===== src/rtl/instruction_fetch_unit_pkg.sv =====
`default_nettype none
// ============================================================================
//  Module      : riscv_fetch_pkg
//  Description : Shared constants for the instruction fetch stage: FSM state
//                encoding, the NOP word loaded on reset and default widths.
//  Revision    : 1.0 - initial release
// ============================================================================
package riscv_fetch_pkg;

    localparam int INST_WIDTH = 32;

    // Fetch FSM state encoding
    localparam logic [0:0] FETCH = 1'b0;
    localparam logic [0:0] HOLD  = 1'b1;

    // addi x0, x0, 0
    localparam logic [INST_WIDTH-1:0] NOP_INST = 32'h0000_0013;

    localparam logic [31:0] DEFAULT_RESET_PC = 32'h0000_0000;

endpackage : riscv_fetch_pkg
`default_nettype wire


===== src/rtl/instruction_fetch_unit_pc_register.sv =====
`default_nettype none
// ============================================================================
//  Module      : pc_register
//  Description : Program counter with synchronous reset, load enable and the
//                next-PC mux (PC+4 or word-aligned branch/jump target).
//  Ports       : clk, rst            - clock, sync active-high reset
//                i_load              - update the PC on this edge
//                i_sel_target        - 1: take aligned target, 0: take PC+4
//                i_target            - branch/jump target
//                o_pc, o_pc_plus4    - current PC and PC+4 (combinational)
//  Revision    : 1.0 - initial release
// ============================================================================
module pc_register
    import riscv_fetch_pkg::*;
#(
    parameter int              XLEN     = 32,
    parameter logic [XLEN-1:0] RESET_PC = XLEN'(DEFAULT_RESET_PC)
) (
    input  logic            clk,
    input  logic            rst,
    input  logic            i_load,
    input  logic            i_sel_target,
    input  logic [XLEN-1:0] i_target,
    output logic [XLEN-1:0] o_pc,
    output logic [XLEN-1:0] o_pc_plus4
);

    // Low two bits of a target are dropped: no misalignment trap exists.
    localparam logic [XLEN-1:0] c_align_mask = {{(XLEN-2){1'b0}}, 2'b11};

    logic [XLEN-1:0] r_pc;
    logic [XLEN-1:0] w_pc_plus4;
    logic [XLEN-1:0] w_next_pc;

    // Wraps modulo 2^XLEN naturally.
    assign w_pc_plus4 = r_pc + XLEN'(4);
    assign w_next_pc  = i_sel_target ? (i_target & ~c_align_mask) : w_pc_plus4;

    always_ff @(posedge clk) begin
        if (rst) begin
            r_pc <= RESET_PC;
        end else if (i_load) begin
            r_pc <= w_next_pc;
        end
    end

    assign o_pc       = r_pc;
    assign o_pc_plus4 = w_pc_plus4;

endmodule : pc_register
`default_nettype wire


===== src/rtl/instruction_fetch_unit.sv =====
`default_nettype none
// ============================================================================
//  Module      : instruction_fetch_unit
//  Description : Fetch stage. Requests the word at PC over a REQ/ACK
//                handshake, holds it for the consumer, then advances the PC to
//                PC+4 or to the ALU target once the instruction retires.
//  Ports       : CLK, RST                       - clock, sync active-high reset
//                PCsel_IF, ALU_TARGET_IF        - next-PC select and target
//                INST_READY_IF                  - consumer retired instruction
//                IMEM_REQ_IF/ADDR_IF/ACK_IF/RDATA_IF - instruction memory port
//                INST_IF, INST_VALID_IF         - held instruction and valid
//                PC_IF, PC_PLUS4_IF             - current PC and PC+4
//                INSTRET_IF                     - retired instruction count
//  Revision    : 1.0 - initial release
// ============================================================================
module instruction_fetch_unit
    import riscv_fetch_pkg::*;
#(
    parameter int              XLEN     = 32,
    parameter logic [XLEN-1:0] RESET_PC = XLEN'(DEFAULT_RESET_PC)
) (
    input  logic            CLK,
    input  logic            RST,
    input  logic            PCsel_IF,
    input  logic [XLEN-1:0] ALU_TARGET_IF,
    input  logic            INST_READY_IF,
    output logic            IMEM_REQ_IF,
    output logic [XLEN-1:0] IMEM_ADDR_IF,
    input  logic            IMEM_ACK_IF,
    input  logic [XLEN-1:0] IMEM_RDATA_IF,
    output logic [XLEN-1:0] INST_IF,
    output logic            INST_VALID_IF,
    output logic [XLEN-1:0] PC_IF,
    output logic [XLEN-1:0] PC_PLUS4_IF,
    output logic [31:0]     INSTRET_IF
);

    logic [0:0]      r_state;
    logic [0:0]      w_next_state;
    logic            w_capture;
    logic            w_retire;
    logic            w_req;
    logic [XLEN-1:0] r_inst;
    logic            r_valid;
    logic [31:0]     r_instret;
    logic [XLEN-1:0] w_pc;
    logic [XLEN-1:0] w_pc_plus4;

    // ---------------- FSM: state register ----------------
    always_ff @(posedge CLK) begin
        if (RST) begin
            r_state <= FETCH;
        end else begin
            r_state <= w_next_state;
        end
    end

    // ---------------- FSM: next-state logic ----------------
    always_comb begin
        w_next_state = r_state;
        case (r_state)
            FETCH:   if (IMEM_ACK_IF)   w_next_state = HOLD;
            HOLD:    if (INST_READY_IF) w_next_state = FETCH;
            default: w_next_state = FETCH;
        endcase
    end

    // ---------------- FSM: outputs ----------------
    // ACK in HOLD and READY in FETCH are decoded away here, so stray
    // handshakes cannot disturb the held instruction or the PC.
    always_comb begin
        w_req     = 1'b0;
        w_capture = 1'b0;
        w_retire  = 1'b0;
        case (r_state)
            FETCH: begin
                w_req     = ~RST;
                w_capture = IMEM_ACK_IF;
            end
            HOLD: begin
                w_retire  = INST_READY_IF;
            end
            default: ;
        endcase
    end

    // ---------------- Instruction holding register ----------------
    always_ff @(posedge CLK) begin
        if (RST) begin
            r_inst    <= XLEN'(NOP_INST);
            r_valid   <= 1'b0;
            r_instret <= 32'd0;
        end else begin
            if (w_capture) begin
                r_inst  <= IMEM_RDATA_IF;
                r_valid <= 1'b1;
            end else if (w_retire) begin
                r_valid <= 1'b0;
            end
            if (w_retire) begin
                r_instret <= r_instret + 32'd1;
            end
        end
    end

    // ---------------- Program counter ----------------
    pc_register #(
        .XLEN     (XLEN),
        .RESET_PC (RESET_PC)
    ) u_pc_register (
        .clk          (CLK),
        .rst          (RST),
        .i_load       (w_retire),
        .i_sel_target (PCsel_IF),
        .i_target     (ALU_TARGET_IF),
        .o_pc         (w_pc),
        .o_pc_plus4   (w_pc_plus4)
    );

    assign IMEM_REQ_IF   = w_req;
    assign IMEM_ADDR_IF  = w_pc;
    assign INST_IF       = r_inst;
    assign INST_VALID_IF = r_valid;
    assign PC_IF         = w_pc;
    assign PC_PLUS4_IF   = w_pc_plus4;
    assign INSTRET_IF    = r_instret;

endmodule : instruction_fetch_unit
`default_nettype wire


===== config.mk =====
export PLATFORM = sky130hd
export DESIGN_NAME = instruction_fetch_unit
export DESIGN_NICKNAME = d
export VERILOG_FILES = /design/src/rtl/instruction_fetch_unit_pkg.sv /design/src/rtl/instruction_fetch_unit_pc_register.sv /design/src/rtl/instruction_fetch_unit.sv
export SDC_FILE = /design/constraint.sdc
export NUM_CORES = 1
export LEC_CHECK = 0
export ABC_AREA = 1
export ABC_CLOCK_PERIOD_IN_PS = 2990
export BUFFER_PORTS_ARGS = -buffer_cell sky130_fd_sc_hd__buf_2
export CAP_MARGIN = 20
export CORE_MARGIN = 3
export CORE_UTILIZATION = 52
export DETAILED_ROUTE_END_ITERATION = 16
export PLACE_DENSITY = 0.86
export SYNTH_ARGS = -nofsm -noshare
export SYNTH_HDL_FRONTEND = slang
export SYNTH_SLANG_ARGS = --single-unit

===== constraint.sdc =====
create_clock -name CLK -period 2.99 [get_ports CLK]
set_input_delay 0.1495 -clock CLK [delete_from_list [all_inputs] [get_ports CLK]]
set_output_delay 0.1495 -clock CLK [all_outputs]
set_load 0.05 [all_outputs]

Word level (Yosys, flattened, before mapping)
Index checks and enable logic that the tools add are counted.

Mux-type cells: 9. Add/subtract/negate cells: 2. Reduce and logical (&&, ||, !) cells: 1. Bitwise gates (word level): 2.

Operators with widths (number): 32-bit by 1-bit adder with 32-bit output (second input constant) (1); 32-bit by 3-bit adder with 32-bit output (second input constant) (1); 32-bit 2-to-1 mux (1); 1-bit 2-to-1 mux (7); 1-bit NOT (2); 1-bit case mux with 2 select lines (1); 2-bit nonzero test (1).

Output and inout port bits: 162. Word-level logic and storage cells: 19. Flip-flop bits (word level): 98. Input bits: 69.

Longest topological paths before layout
Gate-level depths: netlist (run 1).

Depth in word-level cells: 3. Depth in mapped cells: 10. Gate-level depth less buffers: 10.

Modules after synthesis
Synthesis (run 1) repeated with hierarchy kept, for this count alone.

Cells, all modules: 820. Area, all modules: 5352.6 um^2.

Modules (own cells, without submodules): instruction_fetch_unit (instances 1, sequential area each 1321.3 um^2, cells an instance 446, area an instance 3113.0 um^2); pc_register (instances 1, sequential area each 600.6 um^2, cells an instance 374, area an instance 2239.6 um^2).

Least setup slack after synthesis (run 1)
Ideal clock, no wire load.

Path kind: reg2reg. Start point: reg u_pc_register.r_pc[2], in the netlist u_pc_register.o_pc[2]. End point: reg u_pc_register.r_pc[15], in the netlist u_pc_register.o_pc[15]. Setup time: 0.061 ns. Data arrival time: 2.566 ns. Period minus slack after synthesis: 2.627 ns. Stages on the path, launching flop included: 8. Path slack: 0.363 ns. Required time: 2.929 ns. Buffers on the path: 0. Cells stage by stage: dfxtp_1 inv_1 nor2_2 nand2_1 nor2_2 xor2_1 o21ai_1 nand2_1.

Cells in the longest elaborated chain, start to end: 2.

RTL lines: start, declared (RTL line instruction_fetch_unit_pc_register.sv:31) `logic [XLEN-1:0] r_pc;`; start signal, assigned (RTL line instruction_fetch_unit_pc_register.sv:43) `r_pc <= w_next_pc;`; 32-bit by 3-bit adder with 32-bit output (RTL line instruction_fetch_unit_pc_register.sv:36) `assign w_pc_plus4 = r_pc + XLEN'(4);`; via PC_PLUS4_IF[15] (RTL line instruction_fetch_unit.sv:34) `output logic [XLEN-1:0] PC_PLUS4_IF,`; 32-bit 2-to-1 mux (RTL line instruction_fetch_unit_pc_register.sv:37) `assign w_next_pc = i_sel_target ? (i_target & ~c_align_mask) : w_pc_plus4;`.

The timed path passes the listed nets, and every way through them passes these cells. A chain may end at the register's enable or synchronous reset.

Final worst setup path (run 1)
Start point: reg u_pc_register.r_pc[3], in the netlist u_pc_register.o_pc[3]. End point: out PC_PLUS4_IF[14].

Cells in the longest elaborated chain, start to end: 1.

RTL lines (RTL line): 32-bit by 3-bit adder with 32-bit output (instruction_fetch_unit_pc_register.sv:36); end, declared (instruction_fetch_unit.sv:34).

Every way passes these cells.

==> results of run 1 <==
## through the flow
stage                     setup WS [ns]  cells  utilization
after global routing             0.4949   1186       0.6818
after global placement           0.8614   1150       0.6408
final                            0.6638   1186       0.6818
after CTS                        0.6349   1185       0.6802
after detailed placement         0.8081   1150       0.6408
after floorplan                  0.3630    849            -
## layer usage
layer	vias to the layer above	routed length [um]
met5	-	0
met4	0	399
met3	35	1531
met2	278	7703
met1	2700	6815
li1	2990	-
## registers in the layout (all words and copies together) (netlist names)
signal	count
INSTRET_IF	32
INST_IF	32
u_pc_register.o_pc	30
INST_VALID_IF	1
r_state	1
## how the worst min path moves through the flow
stage	start	slack, ns	depth (start not counted)	endpoint
2_1_floorplan	IMEM_RDATA_IF[0]	0.28	2	INST_IF[0]
3_3_place_gp	IMEM_RDATA_IF[4]	0.36	3	INST_IF[4]
3_5_place_dp	IMEM_RDATA_IF[14]	0.38	3	INST_IF[14]
4_1_cts	IMEM_RDATA_IF[15]	0.0001	3	INST_IF[15]
5_1_grt	IMEM_RDATA_IF[15]	0.01	3	INST_IF[15]
6_report	IMEM_RDATA_IF[18]	0.01	3	INST_IF[18]
## kinds of logic (layout without fill, tap and decap cells)
logic type                 count (synthesis)  after routing
AOI/OAI and AO/OA                         89             89
buffers and inverters                    121            325
other                                      1              6
adders and majority gates                  2              2
muxes                                      1              1
and+or+nand+nor                          510            510
DFF                                       96             96
xor gates and xnor gates                  24             24
## power by group through the flow
stage | logic (W) | clock network (W) | registers (W)
finish | 0.000654 | 0.000894 | 0.00138
floorplan | 0.000303 | 0 | 0.00159
global placement | 0.000620 | 0 | 0.00141
global route | 0.000696 | 0.000965 | 0.00139
CTS | 0.000648 | 0.000911 | 0.00138
detailed placement | 0.000629 | 0 | 0.00141
## cell usage in the layout, fill, tap and decap left out, types with 3 or more instances in the layout
master / synthesis / layout
xnor2_1: 3 / 3
nand3_1: 25 / 25
clkbuf_8: 0 / 9
o22ai_1: 5 / 5
nor2_2: 12 / 12
nand3_2: 4 / 4
nand4_1: 3 / 3
nor2_4: 9 / 9
buf_4: 36 / 4
a21oi_1: 16 / 16
o21ai_1: 22 / 22
inv_1: 58 / 58
conb_1: 1 / 6
inv_2: 4 / 4
dfxtp_1: 96 / 96
dlygate4sd3_1: 0 / 19
o21ai_0: 42 / 42
nand2_1: 238 / 238
xor2_1: 21 / 21
buf_2: 9 / 222
nand3b_1: 7 / 7
nor3_1: 3 / 3
nor2_1: 200 / 200
## area by class of cell
class,count,area share
Clock buffer,10,0.01881
Clock inverter,6,0.01106
Sequential cell,96,0.2832
Tap cell,133,0.02452
Timing Repair Buffer,246,0.1984
Multi-Input combinational cell,632,0.4292
Inverter,63,0.03485
## timing repair
action	4_1_cts	5_1_grt
setup endpoints to repair	0	0
hold endpoints to repair	19	0
hold buffers	19	0
setup buffers	0	0
## worst min-delay path: stages
cell    delay, ns
buf_2        0.08
nor2_1       0.04
nor2_1       0.09
==> out/results.ini, run 1 <==
[sta]
holdWs_ns=0.01300
tightest_slew_ns=1.037
fin_worst_skew_ns=0.007501
slew_violations=0
max_freq_mhz=429.9
finalWorstPathRequiredPeriod_ns=2.326
rsz0062_at_grt=false
tns_ns=0
fin_crit_sh=0.7780
hold_violations=0
max-slew-margin-rel=0.3081
setup_viol=0

[critical_path]
crit_chain=ha_1 -> nand2_1 -> nor2_2 -> nand2_2 -> nor2_4 -> xor2_1 -> buf_2
reg2reg_slack_ns=1.17
crit_path_max_incr_delay_ns=0.44
cp-end-kind=output port
crit_start=u_pc_register.o_pc[3]
arrival_ns=2.18
crit_type=reg -> out
rr_worst_depth=10
crit_path_end=PC_PLUS4_IF[14]
cp_slowest_cell=dfxtp_1
crit_buf_inv=1
r2r-end=u_pc_register.o_pc[26]
cpLargestDelayFamily=simple AND/OR/NAND/NOR gates
worstPathRequired_ns=2.84
cp_max_fo=6
start_kind=flop
crit_cells=7
r2r_start=u_pc_register.o_pc[3]

[power]
p_clk_frac=0.305
comb_power_share=0.223
p_per_area_nw_per_um2=432.2
p_int_w=0.001892
leakagePower_nw=3.362
swShare=0.3548
vdd_drop_max_mv=0.3266
power_w=0.002933
pwr-share-seq=0.472
p_sw_w=0.001041

[grt]
grt_pass1_vias=5431
gr-usage-met2=0.4685
antenna_found_initial=0
grt_usage=0.2842
grt_util_met3=0.06269
grt_max_degree=47
grt_pass1_wl_mm=26.50
grt_busiest_layer=met2
met1_usage=0.3676
grt_overflow_total=0

[yosys]
yosysTopAreaCell=dfxtp_1
syn_area_um2=5416
synthXorXnorAreaFrac=0.03881
synth-adder-area-share=0.004620
synth.most_common_cell=nand2_1
synthTopCellsByArea=dfxtp_1 (35%), nand2_1 (16%), nor2_1 (14%)
syn_avg_cell_area_um2=6.418
syn_inst=844
ys_types=37
synth_top_family_by_area=simple AND/OR/NAND/NOR gates
synth_top_area_share=0.3548
ys_seq_elements=96
ys_warn_count=0
synth_flop_cell=dfxtp_1
synth_simple_gate_area_frac=0.4026
postSynth.asyncResetShare=0
yosys-top-cells-count=nand2_1 (238), nor2_1 (200), dfxtp_1 (96), inv_1 (58), o21ai_0 (42)
synth-compound-area-share=0.08570
synthMuxAreaShare=0.001848
synth_edf_count=0
ys_seq_area_frac=0.3548

[clocking]
clock_path_buffers=2
path_clk_slew_ns=0.10
cts-root-buf=clkbuf_8
cts_made_buffers=9
insertion_delay_ns=0.37
cts.sinks=96
post_cts_resized=0
htreeDepth=3
cts_tree=yes

[routing]
ant_nets=0
vias=6003
drtIter0Drc=476
via_per_inst=5.062
routed_wirelength_mm=16.45
remaining_drc_errors=0
wl_per_cell_um=13.87
dr.pass1.iters=5

[place]
dp_hpwl_mm=11.92
place.gp.congestion=0.9367
dpl-instance-area_um2=6379
portBuffers=222

[floorplan]
ios=231
die_h_um=108.1
core_um2=9955
fp.dieArea_um2=11680
start_util=0.5441
core.rowCount=36
die_w_um=108.1

[cells_and_area]
fillCellCount=928
layout.area.seq_um2=1922
area_delta_synth_final_pct=25.29
antenna_cells=0
fin_nets=1119
drive_above_1_share=0.2640
postLayoutCellArea_um2=6787
multi_input_area_um2=2913

[outcome]
run_status=finished clean

[flow_run]
drv_cap=0

[hold_path]
hold_path.class=in -> reg

Power figures use the tool's default switching activity.
==> run 2, diff against run 1 <==
--- a/config.mk
+++ b/config.mk
@@ -6,13 +6,13 @@
 export NUM_CORES = 1
 export LEC_CHECK = 0
 export ABC_AREA = 1
-export ABC_CLOCK_PERIOD_IN_PS = 2990
+export ABC_CLOCK_PERIOD_IN_PS = 2200
 export BUFFER_PORTS_ARGS = -buffer_cell sky130_fd_sc_hd__buf_2
 export CAP_MARGIN = 20
 export CORE_MARGIN = 3
-export CORE_UTILIZATION = 52
+export CORE_UTILIZATION = 48
 export DETAILED_ROUTE_END_ITERATION = 16
-export PLACE_DENSITY = 0.86
+export PLACE_DENSITY = 0.8
 export SYNTH_ARGS = -nofsm -noshare
 export SYNTH_HDL_FRONTEND = slang
 export SYNTH_SLANG_ARGS = --single-unit
==> constraint.sdc (replaced) <==
create_clock -name CLK -period 2.2 [get_ports CLK]
set_input_delay 0.11 -clock CLK [delete_from_list [all_inputs] [get_ports CLK]]
set_output_delay 0.11 -clock CLK [all_outputs]
set_load 0.05 [all_outputs]
==> run 2 against run 1 <==
  * Clock power up 79%
  * Setup slack lost 0.55 ns
  * Hold slack worse by 0.012 ns
  * Via count decreased by 1.3%
  * Cell count up 1.7%
  * Sequential power is 36% higher
  * Wire length increased by 0.92%
  * Global-route usage decreased by 2.8 points
  * Power rose by 50%
  * Non-clock buffer count increased by 13
  * Critical path type unchanged
  * Flip-flop and latch count unchanged
==> out/results.ini, run 2 (synthesized netlist as in run 1, its figures left out) <==
[grt]
antenna_found_initial=0
grt_pass1_vias=5385
grt_pass1_wl_mm=26.52
grt_usage=0.2558
grt_overflow_total=0
grt_max_degree=46

[flow_run]
drv_cap=0

[critical_path]
cp_max_fo=5
crit_type=reg -> out
rr_worst_depth=9
r2r-end=INSTRET_IF[24]
worstPathRequired_ns=2.09
reg2reg_slack_ns=0.49
crit_buf_inv=1
start_kind=flop
path_common_cell=nand2_1
crit_path_max_incr_delay_ns=0.44
cpLargestDelayFamily=simple AND/OR/NAND/NOR gates
cp-end-kind=output port
crit_cells=7
cp_slowest_cell=dfxtp_1
arrival_ns=1.98
r2r_start=INSTRET_IF[0]
crit_chain=nand2_1 -> nor2_2 -> nand2_1 -> nor2_2 -> nand3_1 -> nand2_1 -> buf_2

[sta]
fin_worst_skew_ns=0.01293
hold_violations=0
slew_violations=0
setup_viol=0
rsz0062_at_grt=false
fin_crit_sh=0.9502
max_freq_mhz=478.4
holdWs_ns=0.0005214
tns_ns=0
finalWorstPathRequiredPeriod_ns=2.090

[routing]
routed_wirelength_mm=16.60
wl_per_cell_um=13.76
vias=5923
via_per_inst=4.911
remaining_drc_errors=0
ant_nets=0
dr.pass1.iters=5
drtIter0Drc=540

[clocking]
cts_tree=yes
htreeDepth=3
path_clk_slew_ns=0.08
cts_made_buffers=9
cts-root-buf=clkbuf_16
insertion_delay_ns=0.35
clock_path_buffers=2
cts.sinks=96

[cells_and_area]
fillCellCount=1030
antenna_cells=0
layout_common_cells=nand2_1 (238), buf_2 (218), nor2_1 (197)
area_delta_synth_final_pct=30.77
layout_commonest_cell=nand2_1
drive_above_1_share=0.2805
fin_cells=1206
fin_nets=1132

[floorplan]
die_w_um=112.2
fp.dieArea_um2=12590
core.rowCount=38
core_um2=10940
start_util=0.4953
die_h_um=112.2
ios=231

[hold_path]
holdPathEnd=INST_IF[3]
hold_path_startpoint=IMEM_RDATA_IF[3]
min_path_cells=3
hold_path.class=in -> reg

[power]
p_clk_frac=0.364
leakagePower_nw=3.489
p_per_area_nw_per_um2=619.1
p_sw_w=0.001525
swShare=0.3477
comb_power_share=0.209
vdd_drop_max_mv=0.5823
p_int_w=0.002861
pwr-share-seq=0.427
power_w=0.004385

[outcome]
run_status=finished clean

[place]
dp_hpwl_mm=12.19
place.gp.congestion=0.9747
place_inst=1167
portBuffers=222

run 2: cell types whose count changed in the layout (fill, tap and decap cells not counted), moves of 4 or more:
cell,before,now
dlygate4sd3_1,19,23
clkbuf_4,0,4
clkbuf_8,9,0
buf_2,222,218
buf_4,4,13
clkbuf_16,0,9
run 2: worst max-delay path by stage:
stage                                start  slack, ns                endpoint
CTS                  u_pc_register.o_pc[3]       0.04         PC_PLUS4_IF[20]
finish               u_pc_register.o_pc[5]       0.11         PC_PLUS4_IF[29]
detailed placement   u_pc_register.o_pc[3]       0.42         PC_PLUS4_IF[20]
floorplan            u_pc_register.o_pc[2]       0.05  u_pc_register.o_pc[31]
global route        u_pc_register.o_pc[11]     0.0003         PC_PLUS4_IF[22]
global placement     u_pc_register.o_pc[3]       0.44         PC_PLUS4_IF[28]
run 2: per-layer routing:
layer,share of wire,up-vias,track usage,wire length (um)
met5,0,-,0,0
met3,0.072,14,0.05876,1190
met4,0.011,0,0.05449,187
li1,-,3016,-,-
met2,0.47,227,0.4243,7774
met1,0.45,2666,0.3426,7448
run 2: repair_timing:
item | 4_1_cts | 5_1_grt
buffers inserted | 0 | 0
hold buffers | 23 | 0
resized for setup | 0 | 13
hold endpoints to repair | 23 | 0
setup endpoints to repair | 0 | 18
run 2: worst min-delay path: stages:
cell	delay, ns
buf_2	0.07
nor2_1	0.03
nor2_1	0.08
run 2: cell type report:
| class | count | area (um2) | area share |
|---|---|---|---|
| clock buffer | 9 | 225.2 | 0.03180 |
| timing repair buffer | 259 | 1469 | 0.2074 |
| tap | 140 | 175.2 | 0.02473 |
| inverter | 63 | 236.5 | 0.03339 |
| multi-input combinational | 632 | 2965 | 0.4187 |
| sequential | 96 | 1926 | 0.2719 |
| clock inverter | 7 | 86.33 | 0.01219 |
run 2: power by group through the flow:
stage / clock network (W) / registers [W] / logic [W]
floorplan: 0 / 0.00216 / 0.000412
global placement: 0 / 0.00191 / 0.000876
detailed placement: 0 / 0.00191 / 0.000881
CTS: 0.00162 / 0.00187 / 0.000913
global route: 0.00170 / 0.00188 / 0.000973
finish: 0.00160 / 0.00187 / 0.000917
run 2: metrics by stage:
step           utilization  area, um2  setup slack (ns)
2_1_floorplan            -       5460           0.05201
3_3_place_gp        0.5944       6500            0.4443
3_5_place_dp        0.5944       6500            0.4216
4_1_cts             0.6439       7042           0.03749
5_1_grt             0.6477       7083         0.0002873
6_report            0.6477       7083            0.1096
